[src/rtl/calendar_pkg.sv]
// Shared types, constants and leap-year helper for the BCD calendar counter.
package calendar_pkg;

  typedef logic [3:0] bcd_t;

  // Year is sized for the widest build; 2-digit builds keep the upper digits at zero.
  typedef struct packed {
    logic [15:0] year;
    logic [7:0]  month;
    logic [7:0]  day;
  } date_t;

  localparam logic [7:0] LEN_31    = 8'h31;
  localparam logic [7:0] LEN_30    = 8'h30;
  localparam logic [7:0] LEN_29    = 8'h29;
  localparam logic [7:0] LEN_28    = 8'h28;
  localparam logic [7:0] DAY_MIN   = 8'h01;
  localparam logic [7:0] MONTH_MIN = 8'h01;
  localparam logic [7:0] MONTH_MAX = 8'h12;
  localparam bcd_t       BCD_MAX   = 4'd9;
  localparam logic [2:0] DOW_RST   = 3'd6;
  localparam logic [2:0] DOW_MAX   = 3'd6;

  function automatic logic bcd2_div4(input logic [7:0] v);
    logic [6:0] b;
    b = 7'(v[7:4]) * 7'd10 + 7'(v[3:0]);
    return (b[1:0] == 2'b00);
  endfunction

  // yy = low two year digits, cc = century digits (BCD); equivalent to the Gregorian rule.
  function automatic logic is_leap(input logic [7:0] yy, input logic [7:0] cc);
    if (yy == 8'h00) return bcd2_div4(cc);
    return bcd2_div4(yy);
  endfunction

  function automatic logic [7:0] bcd2_inc(input logic [7:0] v);
    if (v[3:0] == BCD_MAX) return {v[7:4] + 4'd1, 4'd0};
    return {v[7:4], v[3:0] + 4'd1};
  endfunction

endpackage

[src/rtl/calendar_date_ctr_if.sv]
// Tick/adjust/load/data bundle of the calendar counter; CAL_DOW_EN adds the day-of-week signals.
interface calendar_date_ctr_if #(
  parameter int unsigned YEAR_DIGITS = 2
) ();
  localparam int unsigned DW = 16 + 4 * YEAR_DIGITS;

  logic          day_tick;
  logic [2:0]    adj_inc;
  logic          set_valid;
  logic          set_ready;
  logic [DW-1:0] set_date;
  logic          set_err;
  logic          year_wrap;
  logic [DW-1:0] Data;
`ifdef CAL_DOW_EN
  logic [2:0]    dow;
  logic [2:0]    set_dow;

  modport master (output day_tick, adj_inc, set_valid, set_date, set_dow,
                  input  set_ready, set_err, year_wrap, Data, dow);
  modport slave  (input  day_tick, adj_inc, set_valid, set_date, set_dow,
                  output set_ready, set_err, year_wrap, Data, dow);
`else
  modport master (output day_tick, adj_inc, set_valid, set_date,
                  input  set_ready, set_err, year_wrap, Data);
  modport slave  (input  day_tick, adj_inc, set_valid, set_date,
                  output set_ready, set_err, year_wrap, Data);
`endif
endinterface

[src/rtl/cal_month_len.sv]
// Combinational month length (BCD day count) for a BCD month/year pair.
module cal_month_len
  import calendar_pkg::*;
#(
  parameter int unsigned YEAR_DIGITS = 2,
  parameter int unsigned CENTURY     = 20
) (
  input  logic [7:0]               month,
  input  logic [4*YEAR_DIGITS-1:0] year,
  output logic [7:0]               len_c
);
  localparam logic [7:0] CENT_BCD = 8'(((CENTURY / 10) % 10) * 16 + (CENTURY % 10));

  logic [7:0] cc;
  logic       leap_c;

  // 4-digit builds take the century from the year itself
  assign cc     = (YEAR_DIGITS == 4) ? year[4*YEAR_DIGITS-1 -: 8] : CENT_BCD;
  assign leap_c = is_leap(year[7:0], cc);

  always_comb begin
    len_c = LEN_31;
    case (month)
      8'h02:                      len_c = leap_c ? LEN_29 : LEN_28;
      8'h04, 8'h06, 8'h09, 8'h11: len_c = LEN_30;
      default:                    len_c = LEN_31;
    endcase
  end
endmodule

[src/rtl/calendar_date_ctr.sv]
// BCD day/month/year counter with tick carry, manual adjust and validated load.
// Optional day-of-week tracking is enabled with `define CAL_DOW_EN.
module calendar_date_ctr
  import calendar_pkg::*;
#(
  parameter int unsigned YEAR_DIGITS = 2,
  parameter int unsigned CENTURY     = 20
) (
  input  logic               Clk,
  input  logic               Reset,
  calendar_date_ctr_if.slave bus
);
  localparam int unsigned YW   = 4 * YEAR_DIGITS;
  localparam int unsigned DW   = 16 + YW;
  localparam int unsigned NIBS = 8;

  typedef enum logic {IDLE, CHECK} state_t;

  state_t        state;
  logic [7:0]    day, month;
  logic [YW-1:0] year;
  date_t         cap;
  logic [DW-1:0] data_q;
  logic          ready_q, err_q, wrap_q;

  logic [YW-1:0] year_inc_c, sel_year_c, cap_year_c;
  logic          year_max_c, carry_c, adj_one_c, chk_ok_c;
  logic [7:0]    month_inc_c, sel_month_c, live_len_c, chk_len_c;
  logic [31:0]   cap_flat_c;
`ifdef CAL_DOW_EN
  logic [2:0]    dow_q, cap_dow;
  assign bus.dow = dow_q;
`endif

  assign bus.Data      = data_q;
  assign bus.set_ready = ready_q;
  assign bus.set_err   = err_q;
  assign bus.year_wrap = wrap_q;

  // Decimal year increment; carry out of the top digit marks the all-9s year
  always_comb begin
    year_inc_c = year;
    carry_c    = 1'b1;
    for (int i = 0; i < int'(YEAR_DIGITS); i++) begin
      if (carry_c) begin
        if (year[4*i +: 4] == BCD_MAX) year_inc_c[4*i +: 4] = 4'd0;
        else begin
          year_inc_c[4*i +: 4] = year[4*i +: 4] + 4'd1;
          carry_c = 1'b0;
        end
      end
    end
    year_max_c = carry_c;
  end

  assign month_inc_c = (month == MONTH_MAX) ? MONTH_MIN : bcd2_inc(month);
  assign adj_one_c   = $onehot(bus.adj_inc);

  // Live length follows the field an adjust is about to write, so the day clamp sees the new month/year
  always_comb begin
    sel_month_c = month;
    sel_year_c  = year;
    if (!bus.day_tick && adj_one_c) begin
      if (bus.adj_inc[1]) sel_month_c = month_inc_c;
      if (bus.adj_inc[2]) sel_year_c  = year_inc_c;
    end
  end

  cal_month_len #(.YEAR_DIGITS(YEAR_DIGITS), .CENTURY(CENTURY)) u_live_len (
    .month(sel_month_c), .year(sel_year_c), .len_c(live_len_c));

  assign cap_year_c = cap.year[YW-1:0];
  assign cap_flat_c = {cap.year, cap.month, cap.day};

  cal_month_len #(.YEAR_DIGITS(YEAR_DIGITS), .CENTURY(CENTURY)) u_chk_len (
    .month(cap.month), .year(cap_year_c), .len_c(chk_len_c));

  always_comb begin
    chk_ok_c = (cap.month >= MONTH_MIN) && (cap.month <= MONTH_MAX) &&
               (cap.day >= DAY_MIN) && (cap.day <= chk_len_c);
    for (int i = 0; i < int'(NIBS); i++)
      if (cap_flat_c[4*i +: 4] > BCD_MAX) chk_ok_c = 1'b0;
`ifdef CAL_DOW_EN
    if (cap_dow > DOW_MAX) chk_ok_c = 1'b0;
`endif
  end

  always_ff @(posedge Clk or posedge Reset) begin
    if (Reset) begin
      state   <= IDLE;
      day     <= DAY_MIN;
      month   <= MONTH_MIN;
      year    <= '0;
      cap     <= '0;
      data_q  <= {{YW{1'b0}}, MONTH_MIN, DAY_MIN};
      ready_q <= 1'b1;
      err_q   <= 1'b0;
      wrap_q  <= 1'b0;
`ifdef CAL_DOW_EN
      dow_q   <= DOW_RST;
      cap_dow <= '0;
`endif
    end else begin
      err_q  <= 1'b0;
      wrap_q <= 1'b0;
      data_q <= {year, month, day};

      case (state)
        IDLE: if (bus.set_valid) begin
          cap.year  <= 16'(bus.set_date[DW-1 -: YW]);
          cap.month <= bus.set_date[15:8];
          cap.day   <= bus.set_date[7:0];
`ifdef CAL_DOW_EN
          cap_dow   <= bus.set_dow;
`endif
          ready_q   <= 1'b0;
          state     <= CHECK;
        end
        CHECK: begin
          ready_q <= 1'b1;
          err_q   <= !chk_ok_c;
          state   <= IDLE;
        end
        default: state <= IDLE;
      endcase

      // Commit beats tick beats adjust; losers are dropped
      if (state == CHECK && chk_ok_c) begin
        day   <= cap.day;
        month <= cap.month;
        year  <= cap_year_c;
`ifdef CAL_DOW_EN
        dow_q <= cap_dow;
`endif
      end else if (bus.day_tick) begin
        if (day >= live_len_c) begin
          day <= DAY_MIN;
          if (month == MONTH_MAX) begin
            month  <= MONTH_MIN;
            year   <= year_inc_c;
            wrap_q <= year_max_c;
          end else begin
            month <= month_inc_c;
          end
        end else begin
          day <= bcd2_inc(day);
        end
`ifdef CAL_DOW_EN
        dow_q <= (dow_q == DOW_MAX) ? 3'd0 : dow_q + 3'd1;
`endif
      end else if (adj_one_c) begin
        if (bus.adj_inc[0]) begin
          day <= (day >= live_len_c) ? DAY_MIN : bcd2_inc(day);
        end else begin
          if (bus.adj_inc[1]) month <= month_inc_c;
          else                year  <= year_inc_c;
          if (day > live_len_c) day <= live_len_c;
        end
      end
    end
  end
endmodule

[src/flat_wrapper.sv]
// flat-port wrapper written by rule: the top's interface ports become plain ports
module calendar_date_ctr_flat import calendar_pkg::*;
#(
  parameter int unsigned YEAR_DIGITS = 2,
  parameter int unsigned CENTURY     = 20
)
  (Clk, Reset, bus_day_tick, bus_adj_inc, bus_set_valid, bus_set_date, bus_set_ready, bus_set_err, bus_year_wrap, bus_Data);
  calendar_date_ctr_if #(.YEAR_DIGITS(YEAR_DIGITS)) bus_i ();
  input  logic Clk;
  input  logic Reset;
  input wire logic [$bits(bus_i.day_tick)-1:0] bus_day_tick;
  input wire logic [$bits(bus_i.adj_inc)-1:0] bus_adj_inc;
  input wire logic [$bits(bus_i.set_valid)-1:0] bus_set_valid;
  input wire logic [$bits(bus_i.set_date)-1:0] bus_set_date;
  output wire logic [$bits(bus_i.set_ready)-1:0] bus_set_ready;
  output wire logic [$bits(bus_i.set_err)-1:0] bus_set_err;
  output wire logic [$bits(bus_i.year_wrap)-1:0] bus_year_wrap;
  output wire logic [$bits(bus_i.Data)-1:0] bus_Data;
  assign bus_i.day_tick = bus_day_tick;
  assign bus_i.adj_inc = bus_adj_inc;
  assign bus_i.set_valid = bus_set_valid;
  assign bus_i.set_date = bus_set_date;
  assign bus_set_ready = bus_i.set_ready;
  assign bus_set_err = bus_i.set_err;
  assign bus_year_wrap = bus_i.year_wrap;
  assign bus_Data = bus_i.Data;
  calendar_date_ctr #(.YEAR_DIGITS(YEAR_DIGITS), .CENTURY(CENTURY)) u_core (.Clk(Clk), .Reset(Reset), .bus(bus_i));
endmodule
[config.mk]
export PLATFORM = sky130hd
export DESIGN_NAME = calendar_date_ctr_flat
export DESIGN_NICKNAME = d
export VERILOG_FILES = /design/src/rtl/calendar_pkg.sv /design/src/rtl/calendar_date_ctr_if.sv /design/src/rtl/cal_month_len.sv /design/src/rtl/calendar_date_ctr.sv /design/src/flat_wrapper.sv
export SDC_FILE = /design/constraint.sdc
export NUM_CORES = 1
export LEC_CHECK = 0
export CAP_MARGIN = 20
export CORE_ASPECT_RATIO = 0.5
export CORE_MARGIN = 1.5
export CORE_UTILIZATION = 59
export CTS_CLUSTER_DIAMETER = 30
export DETAILED_ROUTE_END_ITERATION = 6
export HOLD_SLACK_MARGIN = 0.02
export PLACE_DENSITY = 0.91
export SYNTH_ARGS = -nofsm -noshare
export SYNTH_HDL_FRONTEND = slang
export SYNTH_SLANG_ARGS = --single-unit
[constraint.sdc]
create_clock -name Clk -period 10.2 [get_ports Clk]
set_input_delay 2.04 -clock Clk [delete_from_list [all_inputs] [get_ports Clk]]
set_output_delay 2.04 -clock Clk [all_outputs]
set_load 0.02 [all_outputs]
== Word-level counts from Yosys, hierarchy flattened ==
Cells that the tools add are included.

* Bits of input ports: 31
* Logic and storage cells: 150
* Register bits after elaboration: 76
* Output and inout port bits: 27

* Multiplexer cells: 70
* $lt $le $gt $ge: 12
* Multiply operators: 2
* Add/subtract/negate cells: 10
* Bitwise logic cells: 1
* Reductions and logical operators: 20
* Equality and inequality tests: 23

{| class="wikitable"
|+ Operator list
! cell !! number
|-
| two-way mux 8 bit || 30
|-
| two-way mux 1 bit || 33
|-
| equality test 8 x 3 -> 1 bit, second input constant || 4
|-
| adder 4 x 1 -> 4 bit, second input constant || 6
|-
| equality test 8 x 5 -> 1 bit, second input constant || 3
|-
| greater-than comparator 4 bit, second input constant || 6
|-
| one-hot mux 5 bit (2 select lines) || 2
|-
| equality test 4 bit, second input constant || 4
|-
| equality test 8 x 2 -> 1 bit, second input constant || 2
|-
| equality test 8 x 4 -> 1 bit, second input constant || 2
|-
| greater-or-equal comparator 8 x 1 -> 1 bit, second input constant || 2
|-
| logical NOT 8 bit || 2
|-
| two-way mux 4 bit || 3
|-
| greater-or-equal comparator 8 x 6 -> 1 bit || 1
|-
| greater-than comparator 8 x 6 -> 1 bit || 1
|-
| <= comparator 8 x 5 -> 1 bit, second input constant || 1
|-
| <= comparator 8 x 6 -> 1 bit || 1
|-
| multiplier 4 x 3 -> 1 bit, second input constant || 2
|-
| OR reduction 4 bit || 2
|-
| != test 3 x 1 -> 1 bit, second input constant || 2
|-
| != test 3 x 2 -> 1 bit, second input constant || 2
|-
| logical AND 1 bit || 5
|-
| != test 5 x 2 -> 1 bit, second input constant || 1
|-
| AND reduction 5 bit || 1
|-
| 15 further kinds || 20
|}

== Logic depth before layout (Yosys ltp) ==
* Depth in word-level cells: 22
* Gate-level depth with buffers: 16
* Gate-level depth less buffers: 15

== Cells and area by module ==
A second synthesis with hierarchy kept.

* Cell total of the unflattened synthesis: 451
* Area total of the unflattened synthesis: 4,342.9 um^2

{| class="wikitable"
|+ By module, submodules not included
! module !! times used !! sequential area each (um^2) !! cells each !! area an instance (um^2)
|-
| calendar_date_ctr || 1 || 1,908.1 || 417 || 4,102.7
|-
| cal_month_len || 2 || 0.0 || 17 || 120.1
|}

== Least setup slack after synthesis ==
Ideal clock, no wire load.

* Kind: input-to-reg
* Start point: input bus_adj_inc[0]
* End point: register u_core.day[5]
* Library setup time: 0.079 ns
* Required time: 10.121 ns
* Arrival time: 5.416 ns
* Cell stages on the path: 15
* Path slack: 4.705 ns
* Cell sequence: inv_1 > fa_1 > and4bb_2 > nand2_1 > a2111oi_1 > and2_1 > inv_1 > ha_1 > and3_1 > a311o_1 > or3_1 > clkbuf_1 > nor2_1 > o21a_1 > mux2i_1

* Cells in the longest elaborated chain, start to end: 17

{| class="wikitable"
|+ RTL lines
! item !! RTL line !! text
|-
| from (decl) || flat_wrapper.sv:12 || <nowiki>input wire logic [$bits(bus_i.adj_inc)-1:0] bus_adj_inc;</nowiki>
|-
| adder 1 x 1 -> 2 bit (implied by the code) || calendar_date_ctr.sv:57 || <nowiki>assign adj_one_c = $onehot(bus.adj_inc);</nowiki>
|-
| adder 2 x 1 -> 2 bit (implied by the code) || calendar_date_ctr.sv:57 ||
|-
| equality test 2 x 1 -> 1 bit || calendar_date_ctr.sv:57 ||
|-
| logical AND 1 bit || calendar_date_ctr.sv:63 || <nowiki>if (!bus.day_tick && adj_one_c) begin</nowiki>
|-
| two-way mux 8 bit || calendar_date_ctr.sv:63 ||
|-
| multiplier 4 x 3 -> 1 bit || calendar_pkg.sv:26 || <nowiki>b = 7'(v[7:4]) * 7'd10 + 7'(v[3:0]);</nowiki>
|-
| adder 2 bit || calendar_pkg.sv:26 ||
|-
| logical NOT 2 bit || calendar_pkg.sv:27 || <nowiki>return (b[1:0] == 2'b00);</nowiki>
|-
| two-way mux 1 bit || calendar_pkg.sv:33 || <nowiki>return bcd2_div4(yy);</nowiki>
|-
| two-way mux 1 bit || cal_month_len.sv:24 || <nowiki>8'h02: len_c = leap_c ? LEN_29 : LEN_28;</nowiki>
|-
| one-hot mux 5 bit (2 select lines) || cal_month_len.sv:23 || <nowiki>case (month)</nowiki>
|-
| greater-or-equal comparator 8 x 6 -> 1 bit || calendar_date_ctr.sv:136, calendar_date_ctr.sv:153 ||
|-
| two-way mux 8 bit || calendar_date_ctr.sv:153 || <nowiki>day <= (day >= live_len_c) ? DAY_MIN : bcd2_inc(day);</nowiki>
|-
| two-way mux 8 bit || calendar_date_ctr.sv:152 || <nowiki>if (bus.adj_inc[0]) begin</nowiki>
|-
| two-way mux 8 bit || calendar_date_ctr.sv:151 || <nowiki>end else if (adj_one_c) begin</nowiki>
|-
| two-way mux 8 bit || calendar_date_ctr.sv:135 || <nowiki>end else if (bus.day_tick) begin</nowiki>
|-
| two-way mux 8 bit || calendar_date_ctr.sv:128 || <nowiki>if (state == CHECK && chk_ok_c) begin</nowiki>
|-
| to (signal assigned) || calendar_date_ctr.sv:129 || <nowiki>day <= cap.day;</nowiki>
|-
| to (signal assigned) || calendar_date_ctr.sv:153 ||
|-
| to (signal assigned) || calendar_date_ctr.sv:157 || <nowiki>if (day > live_len_c) day <= live_len_c;</nowiki>
|-
| to (decl) || calendar_date_ctr.sv:20 || <nowiki>logic [7:0] day, month;</nowiki>
|}

Several ways; a longest one is shown, not always the timed one. The select of a mux whose other input is x is not followed.
A chain may end at the register's enable or synchronous reset.

== Worst setup path after layout ==
* Start point: input bus_adj_inc[1]
* End point: register u_core.year[7]

* Cells in the longest elaborated chain, start to end: 14

{| class="wikitable"
|+ RTL lines
! item !! RTL line !! text
|-
| adder 1 x 1 -> 2 bit (implied by the code) || calendar_date_ctr.sv:57 ||
|-
| adder 2 x 1 -> 2 bit (implied by the code) || calendar_date_ctr.sv:57 ||
|-
| equality test 2 x 1 -> 1 bit || calendar_date_ctr.sv:57 ||
|-
| logical AND 1 bit || calendar_date_ctr.sv:63 ||
|-
| two-way mux 8 bit || calendar_date_ctr.sv:63 ||
|-
| multiplier 4 x 3 -> 1 bit || calendar_pkg.sv:26 ||
|-
| adder 2 bit || calendar_pkg.sv:26 ||
|-
| logical NOT 2 bit || calendar_pkg.sv:27 ||
|-
| two-way mux 1 bit || calendar_pkg.sv:33 ||
|-
| two-way mux 1 bit || cal_month_len.sv:24 ||
|-
| one-hot mux 5 bit (2 select lines) || cal_month_len.sv:23 ||
|-
| greater-or-equal comparator 8 x 6 -> 1 bit || calendar_date_ctr.sv:136 || <nowiki>if (day >= live_len_c) begin</nowiki>
|-
| != test 3 x 1 -> 1 bit (no line) || - ||
|-
| AND reduction 5 bit (no line) * || - ||
|-
| to (signal assigned) || calendar_date_ctr.sv:131 || <nowiki>year <= cap_year_c;</nowiki>
|-
| to (signal assigned) || calendar_date_ctr.sv:140 || <nowiki>year <= year_inc_c;</nowiki>
|-
| to (signal assigned) || calendar_date_ctr.sv:156 || <nowiki>else year <= year_inc_c;</nowiki>
|-
| to (decl) || calendar_date_ctr.sv:21 || <nowiki>logic [YW-1:0] year;</nowiki>
|}

Mark *: on every way between the ends. The rest lies on a longest branch, timed or not.

==> flow_summary.toml <==
[run_status]
status = "complete, no violations"

[critical_path]
cp_cell_sequence = "clkdlybuf4s50_1 > inv_1 > fa_1 > nor3b_1 > o2111ai_1 > o21ai_0 > and2_1 > inv_1 > ha_1 > and3_1 > a311o_1 > o21ai_2 > and2_1 > o21ai_2 > mux2_2"
start_kind = "input port"
critPathLaunch = "bus_adj_inc[1]"
r2r-start = "u_core.month[4]"
path_depth = 15
cpPeakStageDelay_ns = 0.61
critPathBufInv = 3
crit_family = "compound AO/OA/AOI/OAI gates"
reg2regPathDepth = 14
endpoint_kind = "register"
crit_fanout = 10
cp.required_ns = 10.43
critical_path.endpoint = "u_core.year[7]"
rrSetupSlack_ns = 5.79
worstReg2RegEnd = "u_core.year[7]"
slowest_stage = "clkdlybuf4s50_1"
arrival_ns = 6.65
path_class = "in2reg"

[grt]
grt_pass1_wl_microns = 16800
grt_pass1_vias = 3206
grt_start_max_net_pins = 77
antenna_found_initial = 0
grt_usage = 0.311
overflow = 0

[yosys]
async_flop_share = 1.00
syn-mean-instance-area_sq_um = 10.3
netlist_area_sq_um = 3970
synth_fp_nets = 427
yosys_warnings = 0
yosysTopAreaCell = "dfrtp_1"
seq_area_frac_synth = 0.480
synth.top_cells.by_area = "dfrtp_1 (45%), mux2_2 (6.5%), ha_1 (3.5%), dfstp_2 (3.3%), o21ai_0 (3.3%)"
yosysUniqueCellTypes = 68
synth-main-ff-cell = "dfrtp_1"
synth-edff-count = 0
postSynthCellCount = 384
ys_seq_elements = 76
yosysTopAreaCellShare = 0.447

[clock_tree]
cts_setup_buffers = 0
cts-root-buf = "clkbuf_16"
cts_tree = "yes"
numClockSinks = 76
holdBufCountCts = 0
h-tree-depth = 3
clk_latency_ns = 0.34
clk_pin_slew_worst_paths_ns = 0.06
cts_resized = 0
cts_buffer_depth = 2
cts_made_buffers = 9

[timing]
setup_viol = 0
setup_tns_ns = 0
skew_ns = 0.00800
slew_headroom = 0.287
worst_pin_slew_ns = 1.07
slew_viol_final = 0
fmax_mhz = 156
finalCriticalPeriod_ns = 6.42
hold_viol_final = 0
grt_setup_unrepaired = "no"
fin_crit_sh = 0.630

[routing]
drtIter0Drc = 348
antenna_left = 0
viasPerCell = 6.45
drc = 0
num_vias = 3434
drt_wl_total_microns = 10900
avgRoutedWirePerCell_microns = 20.4
drtPass1Iterations = 6

[placement]
dp_hpwl_microns = 7170
dp_cells = 515
port_buffers = 57
place_congestion = 0.905

[pwr]
p_leak_nw = 2.06
p_per_area_nw_per_um2 = 240
ir_drop_v = 0.000155

[flow_run]
maxCapViolCount = 0

[finish]
fill_cells = 392
area_growth_pct = 23.0
drive_gt1_frac = 0.133
antenna_cells = 0
stdcell_count = 532
multiInputGateArea_sq_um = 1920
fin_util = 0.778
regArea_sq_um = 1910
nets = 482

[worst_hold_path]
hold_class = "reg2reg"

[floorplan]
die_w_microns = 119
fp.dieArea_sq_um = 7260
fp.dieH_microns = 61.0
coreArea_sq_um = 6280
start_util = 0.632
rows = 20
num_io_pins = 58
[metal layers]
layer | vias to the layer above | GRT usage | routed length, microns | part of all wire
met5 | - | 0 | 0 | 0
met4 | 0 | 0.117 | 255 | 0.023
met3 | 24 | 0.0750 | 1020 | 0.094
met2 | 218 | 0.500 | 4830 | 0.44
met1 | 1671 | 0.424 | 4770 | 0.44
li1 | 1521 | - | - | -
[layout by cell type, fill, tap and decap left out, drive strengths merged, types with 3 or more instances in the layout]
cell | netlist | layout
a21oi | 16 | 16
o211ai | 4 | 4
nand4 | 5 | 5
mux2 | 23 | 23
ha | 11 | 11
dfstp | 5 | 5
clkbuf | 7 | 10
nand2b | 3 | 3
and3 | 5 | 5
xnor2 | 5 | 5
nor2b | 5 | 5
nor3b | 3 | 3
nor3 | 10 | 10
nand3 | 13 | 13
and2 | 6 | 6
nor2 | 23 | 23
dfrtp | 71 | 71
o22ai | 3 | 3
xor2 | 3 | 3
inv | 20 | 22
a211oi | 8 | 8
mux2i | 11 | 11
nand2 | 28 | 28
clkdlybuf4s50 | 0 | 57
or3 | 4 | 4
a21o | 4 | 4
o21ai | 34 | 34
o31ai | 5 | 5
[report_power, final]
| part | leakage [nW] | internal, mW | total [mW] | switching [mW] |
|---|---|---|---|---|
| Clock | 0.135 | 0.173 | 0.302 | 0.129 |
| Combinational | 0.989 | 0.180 | 0.388 | 0.208 |
| Sequential | 0.933 | 0.384 | 0.481 | 0.0966 |
[final cells by class]
class / instances / share of cell area
repair buffers: 59 / 0.121
inverters: 20 / 0.0154
well taps: 88 / 0.0225
flip-flops and latches: 76 / 0.390
clock buffers: 10 / 0.0489
clock inverters: 6 / 0.00947
multi-input cells: 273 / 0.392
[stage by stage]
stage	hold slack (ns)	power, mW	setup slack (ns)	area [sq um]
floorplan	0.349	0.701	4.70	3970
global placement	0.393	0.840	3.73	4590
detailed placement	0.399	0.850	3.54	4590
CTS	0.406	1.16	3.88	4870
global route	0.416	1.23	3.44	4890
finish	0.405	1.17	3.78	4890
[state kept, by name, indices dropped and copies added (netlist names)]
signal / flops
u_core.day: 8
u_core.bus.year_wrap: 1
u_core.bus.set_ready: 1
u_core.month: 8
u_core.year: 8
u_core.state: 1
u_core.bus.Data: 24
u_core.cap: 24
u_core.bus.set_err: 1
[synthesized netlist by cell type (all sizes together), types with 6 or more instances]
library cell,number
dfrtp,71
o21ai,34
nand2,28
mux2,23
nor2,23
inv,20
a21oi,16
nand3,13
ha,11
mux2i,11
nor3,10
a211oi,8
buf,8
clkbuf,7
and2,6
[cells by family (layout without fill, tap and decap cells)]
group / count (synthesis) / after routing / share of synthesized area
adders and majority gates: 12 / 12 / 0.0397
xor gates and xnor gates: 8 / 8 / 0.0176
muxes: 34 / 34 / 0.0929
and+or+nand+nor: 119 / 119 / 0.164
AOI/OAI and AO/OA: 100 / 100 / 0.167
DFF: 76 / 76 / 0.480
buffers and inverters: 35 / 95 / 0.0381
[how the worst min path moves through the flow]
stage	startpoint	end	slack, ns	depth (start not counted)
3_5_place_dp	u_core.day[0]	u_core.bus.Data[0]	0.40	0
4_1_cts	u_core.day[0]	u_core.bus.Data[0]	0.41	0
5_1_grt	u_core.day[0]	u_core.bus.Data[0]	0.42	0
3_3_place_gp	u_core.day[0]	u_core.bus.Data[0]	0.39	0
2_1_floorplan	u_core.month[2]	u_core.bus.Data[10]	0.35	0
6_report	u_core.day[0]	u_core.bus.Data[0]	0.41	0
Power figures use the tool's default switching activity.
